<file path="src/rtl/dcache_ctrl.sv">
// MEM-stage data cache controller: direct-mapped, one word per line, write-through,
// no-write-allocate, in front of a byte-wide RAM port with one-cycle read latency.
module dcache_ctrl #(
    parameter int INDEX_W    = 6,
    parameter int RAM_ADDR_W = 17
) (
    input  logic                  clk,
    input  logic                  rst,
    input  logic                  ce_i,
    input  logic                  we_i,
    input  logic [3:0]            sel_i,
    input  logic [31:0]           addr_i,
    input  logic [31:0]           data_i,
    output logic [31:0]           data_o,
    output logic                  stall_o,
    output logic [RAM_ADDR_W-1:0] ram_a_o,
    output logic                  ram_wr_o,
    output logic [7:0]            ram_dout_o,
    input  logic [7:0]            ram_din_i
);
    localparam int LINES = 1 << INDEX_W;
    localparam int TAG_W = RAM_ADDR_W - INDEX_W - 2;

    typedef enum logic [1:0] {IDLE, READ, WRITE, DONE} state_t;

    state_t                state_q, state_d;
    logic [2:0]            cnt_q;
    logic [RAM_ADDR_W-3:0] base_q;
    logic [3:0]            sel_q, sel_rem;
    logic [31:0]           data_q, fill_q;
    logic                  load_q;
    logic [RAM_ADDR_W-1:0] ram_a_q;
    logic [7:0]            dout_q;
    logic [1:0]            lane, bidx;

    logic [LINES-1:0]      valid_q;
    logic [TAG_W-1:0]      tag_arr  [LINES];
    logic [31:0]           data_arr [LINES];

    logic [INDEX_W-1:0]    idx, fidx;
    logic [TAG_W-1:0]      tg, ftag;
    logic                  hit;

    logic unused_addr;
    assign unused_addr = ^{addr_i[31:RAM_ADDR_W], addr_i[1:0]};

    assign idx  = addr_i[INDEX_W+1:2];
    assign tg   = addr_i[RAM_ADDR_W-1:INDEX_W+2];
    assign hit  = valid_q[idx] && (tag_arr[idx] == tg);
    assign fidx = base_q[INDEX_W-1:0];
    assign ftag = base_q[RAM_ADDR_W-3:INDEX_W];
    // Byte captured this cycle was addressed last cycle, hence cnt-1 (cnt=4 wraps to lane 3).
    assign bidx = cnt_q[1:0] - 2'd1;

    // Lowest remaining selected lane is written next.
    always_comb begin
        lane = 2'd0;
        for (int k = 3; k >= 0; k--)
            if (sel_q[k]) lane = 2'(k);
        sel_rem = sel_q & ~(4'b0001 << lane);
    end

    always_comb begin
        state_d    = state_q;
        stall_o    = 1'b0;
        ram_wr_o   = 1'b0;
        ram_a_o    = ram_a_q;
        ram_dout_o = dout_q;
        data_o     = 32'd0;
        case (state_q)
            IDLE: if (ce_i) begin
                if (we_i) begin
                    stall_o = 1'b1;
                    state_d = (sel_i != 4'd0) ? WRITE : DONE;
                end else if (hit) begin
                    data_o = data_arr[idx];
                end else begin
                    stall_o = 1'b1;
                    ram_a_o = {addr_i[RAM_ADDR_W-1:2], 2'b00};
                    state_d = READ;
                end
            end
            READ: begin
                stall_o = 1'b1;
                if (cnt_q == 3'd4) state_d = DONE;
                else               ram_a_o = {base_q, cnt_q[1:0]};
            end
            WRITE: begin
                stall_o    = 1'b1;
                ram_wr_o   = 1'b1;
                ram_a_o    = {base_q, lane};
                ram_dout_o = data_q[{lane, 3'b000} +: 8];
                if (sel_rem == 4'd0) state_d = DONE;
            end
            DONE: begin
                if (load_q) data_o = fill_q;
                state_d = IDLE;
            end
            default: state_d = IDLE;
        endcase
    end

    always_ff @(posedge clk) begin
        if (rst) begin
            state_q <= IDLE;
            cnt_q   <= 3'd0;
            base_q  <= '0;
            sel_q   <= 4'd0;
            data_q  <= 32'd0;
            fill_q  <= 32'd0;
            load_q  <= 1'b0;
            ram_a_q <= '0;
            dout_q  <= 8'd0;
            valid_q <= '0;
        end else begin
            state_q <= state_d;
            ram_a_q <= ram_a_o;
            dout_q  <= ram_dout_o;
            case (state_q)
                IDLE: if (ce_i) begin
                    base_q <= addr_i[RAM_ADDR_W-1:2];
                    sel_q  <= sel_i;
                    data_q <= data_i;
                    load_q <= ~we_i;
                    cnt_q  <= 3'd1;
                end
                READ: begin
                    fill_q[{bidx, 3'b000} +: 8] <= ram_din_i;
                    cnt_q <= cnt_q + 3'd1;
                    if (cnt_q == 3'd4) valid_q[fidx] <= 1'b1;
                end
                WRITE: sel_q <= sel_rem;
                default: ;
            endcase
        end
    end

    // Tag/data storage needs no reset; valid bits gate every use.
    always_ff @(posedge clk) begin
        if (state_q == IDLE && ce_i && we_i && hit) begin
            for (int k = 0; k < 4; k++)
                if (sel_i[k]) data_arr[idx][k*8 +: 8] <= data_i[k*8 +: 8];
        end
        if (state_q == READ && cnt_q == 3'd4) begin
            tag_arr[fidx]  <= ftag;
            data_arr[fidx] <= {ram_din_i, fill_q[23:0]};
        end
    end
endmodule

</file>
<file path="config.mk">
export PLATFORM = sky130hd
export DESIGN_NAME = dcache_ctrl
export DESIGN_NICKNAME = d
export VERILOG_FILES = /design/src/rtl/dcache_ctrl.sv
export SDC_FILE = /design/constraint.sdc
export NUM_CORES = 2
export LEC_CHECK = 0
export ABC_CLOCK_PERIOD_IN_PS = 5300
export BUFFER_PORTS_ARGS = -buffer_cell sky130_fd_sc_hd__buf_2
export CORE_ASPECT_RATIO = 1.1
export CORE_MARGIN = 8
export CORE_UTILIZATION = 34
export CTS_BUF_LIST = sky130_fd_sc_hd__clkbuf_8
export CTS_CLUSTER_SIZE = 24
export DETAILED_ROUTE_END_ITERATION = 16
export HOLD_SLACK_MARGIN = 0.02
export RECOVER_POWER = 25
export SYNTH_ARGS = -nofsm -noshare
export SYNTH_HDL_FRONTEND = slang
export SYNTH_SLANG_ARGS = --single-unit
</file>
<file path="constraint.sdc">
create_clock -name clk -period 5.3 [get_ports clk]
set_input_delay 1.06 -clock clk [delete_from_list [all_inputs] [get_ports clk]]
set_output_delay 1.06 -clock clk [all_outputs]
set_load 0.01 [all_outputs]
</file>
==> flow_summary.json <==
{
  "synthFlopType": "edfxtp_1",
  "path_buf_inv": 7,
  "period_minus_slack_ns": 5.63,
  "switchingPower_mw": 11.1,
  "placement.cell_area_mm2": 0.122,
  "cts_buffers": 420,
  "clock_path_buffers": 4,
  "yosysTopAreaCell": "edfxtp_1",
  "synth_top_family_by_area": "multiplexers",
  "final_net_count": 6603,
  "clock_latency_ns": 1.05,
  "power.total_mw": 45.4,
  "ys_async_sr_fraction_pct": 0,
  "p_comb_share_pct": 9.2,
  "grt_pass1_vias": 60700,
  "seq_area_mm2": 0.0824,
  "drtIter0Drc": 5949,
  "seqPwrFrac_pct": 54.4,
  "multi_input_area_mm2": 0.0272,
  "clock_skew_ns": 0.160,
  "die_x_um": 560,
  "stdcell_count": 11200,
  "synth_edf_count": 2624,
  "overflow": 0,
  "outcome": "complete, but fails checks",
  "synth_mux_area_share_pct": 17.3,
  "finalWirelength_um": 291000,
  "synth.distinct_cells": 65,
  "powerDensity_mw_per_mm2": 349,
  "slew_violations": 380,
  "yosys.area_share.simple_pct": 3.99,
  "fmax_ghz": 0.178,
  "synth_compound_area_share_pct": 2.70,
  "vdd_ir_drop_max_uv": 204,
  "design_area_mm2": 0.130,
  "cp_data_arrival_time_ns": 4.57,
  "required_ns": 4.24,
  "floorplan.core_area_mm2": 0.325,
  "critical-path-max-stage-delay_ns": 0.48,
  "synthXorXnorAreaFrac_pct": 0.0395,
  "dp_cells": 10400,
  "wl_per_cell_um": 26.0,
  "critPathMaxFanout": 32,
  "power.leakage_nw": 42.5,
  "syn-instance-count": 5592,
  "synth_top_area_share_pct": 71.1,
  "hold_path_class": "in2reg",
  "dr_total_vias": 58800,
  "drc_errors": 0,
  "path_clk_slew_ns": 0.06,
  "fin_tns_setup_ns": -11.04,
  "crit_top_cell": "buf_4",
  "p_sw_share_pct": 24.4,
  "dr.pass1.iters": 6,
  "gp_congestion": 0.841,
  "h-tree-depth": 5,
  "root_buffer": "clkbuf_8",
  "pre_cts_ws_ns": -0.816,
  "criticalPathCategory": "in2out",
  "cp_cell_sequence": "buf_16 -> buf_16 -> buf_4 -> mux4_2 -> mux2i_1 -> o22ai_1 -> nor3_1 -> buf_4 -> a21oi_1 -> xnor2_1 -> and3_1 -> and3_4 -> nand2_2 -> buf_12 -> o21ai_1 -> buf_4 -> buf_2",
  "yosysSeqAreaShare_pct": 74.3,
  "drive_gt1_share_pct": 33.2,
  "endpoint_kind": "output port",
  "die_h_um": 615,
  "fin_crit_sh_pct": 106,
  "r2r_setup_slack_ns": 0.22,
  "placementRows": 220,
  "ant_nets": 0,
  "internal_power_mw": 34.3,
  "relSlewSlack_pct": -123,
  "cp-start-kind": "primary input",
  "yosys.cell_count.top_type": "edfxtp_1",
  "grt_max_degree": 128,
  "drv_cap": 6,
  "rsz0062_at_grt": "yes",
  "synth-seq-cells": 2802,
  "synthTopCellsByArea": "edfxtp_1 71%, mux4_2 15%, dfxtp_1 3.2%",
  "cts_tree": "done",
  "grt_usage_pct": 16.4,
  "synth.top_cells.by_count": "2624 x edfxtp_1, 739 x mux4_2, 294 x nor2_1",
  "synth_fa_ha_area_share_pct": 0.124,
  "hold_viol_final": 0,
  "initial_utilization_pct": 34.1,
  "pin_count": 139,
  "antenna_found_initial": 10,
  "dp_hpwl_um": 182000,
  "critPathTopFamily": "buffers and inverters",
  "die_area_mm2": 0.345,
  "clock_power_share_pct": 36.4,
  "cp_slowest_cell": "mux4_2",
  "cts_num_sinks": 2802,
  "area_growth_syn_to_layout_pct": 17.3,
  "synth_nets": 5683,
  "avgSynthCellArea_um2": 19.8,
  "violations": "capacitance limit, slew limit, setup timing",
  "synthesis.area_mm2": 0.111,
  "portBuffers": 121,
  "avgViaCountPerCell": 5.26,
  "nFillCells": 29100,
  "worst_slew_pin_slew_ns": 3.35,
  "finalSetupViolations": 49,
  "layout_setup_ws_ns": -0.326,
  "synth_warnings": 0,
  "grt_pass1_wl_um": 423000
}
[through the flow]
step           hold WS, ns  util (%)
2_1_floorplan        0.435         -
4_1_cts              0.209      40.0
6_report             0.308      40.0
3_5_place_dp         0.449      37.4
5_1_grt              0.250      40.0
3_3_place_gp         0.442      37.4
[cell families (layout without fill, tap and decap cells)]
| group | after synthesis | after routing |
|---|---|---|
| AND/OR/NAND/NOR | 996 | 998 |
| multiplexers | 979 | 979 |
| adder cells (fa/ha/maj) | 11 | 11 |
| other | 0 | 7 |
| buffers and inverters | 390 | 1642 |
| XOR/XNOR | 5 | 5 |
| flip-flops | 2802 | 2802 |
| AO/OA/AOI/OAI | 409 | 409 |
[power groups by stage]
stage	registers (mW)	logic, mW	clock network [mW]
finish	24.7	4.19	16.5
global route	24.7	4.45	17.8
CTS	24.7	4.17	16.9
detailed placement	25.1	4.02	0
global placement	25.1	3.93	0
floorplan	25.2	2.38	0
[flip-flops by register name, indices dropped and copies added, names as in the netlist, 3 cells and up]
signal / flops
ram_a_q: 17
data_q: 32
data_arr: 2048
cnt_q: 3
base_q: 15
fill_q: 32
sel_q: 4
tag_arr: 576
valid_q: 64
dout_q: 8
[repair_timing]
action                     4_1_cts  5_1_grt
pin swaps                       10        6
resized for setup              117       19
hold buffers                     0        0
buffers inserted                 3        9
setup endpoints to repair       50       53
gates cloned                    13        1
[placed cells by master (no fill, tap or decap), types with 14 or more instances in the layout]
cell,count
a2111oi_4,16
a211oi_2,14
a21oi_1,130
a221o_1,16
a22oi_1,87
buf_12,42
buf_16,17
buf_2,109
buf_4,623
buf_6,16
bufinv_16,14
clkbuf_1,54
clkbuf_8,434
clkinv_1,99
clkinv_2,50
dfxtp_1,176
edfxtp_1,2624
inv_1,152
mux2_2,56
mux2i_1,173
mux4_2,739
nand2_1,255
nand2_2,35
nand2b_1,15
nand3_1,26
nor2_1,294
nor2b_1,30
nor3_1,280
o21ai_0,26
o21ai_1,15
o21ba_2,14
[area by class of cell]
class | count | share of cell area (%)
sequential | 2802 | 63.4
multi-input combinational | 2402 | 20.9
timing repair buffer | 874 | 5.59
tap | 4329 | 4.17
antenna | 7 | 0.0135
clock inverter | 322 | 1.34
clock buffer | 434 | 4.59
inverter | 12 | 0.0346
[worst paths after layout]
| kind | start | endpoint | cells after the start |
|---|---|---|---|
| worst min register to register | data_q[1]$_SDFFE_PP0P_ | data_q[1]$_SDFFE_PP0P_ | 2 |
| worst min-delay path | data_i[19] | data_q[19]$_SDFFE_PP0P_ | 3 |
| worst max register to register | state_q[1]$_SDFFE_PP0P_ | data_arr[30][28]$_DFFE_PP_ | 8 |
| worst max-delay path | addr_i[2] | data_o[5] | 17 |
[worst register-to-register path, cell delays in order, from the launching register on]
cell and delay (ns):
dfxtp_1 0.45, inv_1 0.10, ha_1 0.20, clkbuf_1 0.34
nand3_1 0.53, clkbuf_1 1.09, nand2_1 0.53, nand2_1 1.00
buf_4 0.55
[layer usage]
metal  wire length, um  GRT usage (%)
met1            117000           21.5
met2            142000           27.3
met3             20300           3.06
met4             11400           5.88
met5                27              0
Power figures use the tool's default switching activity.
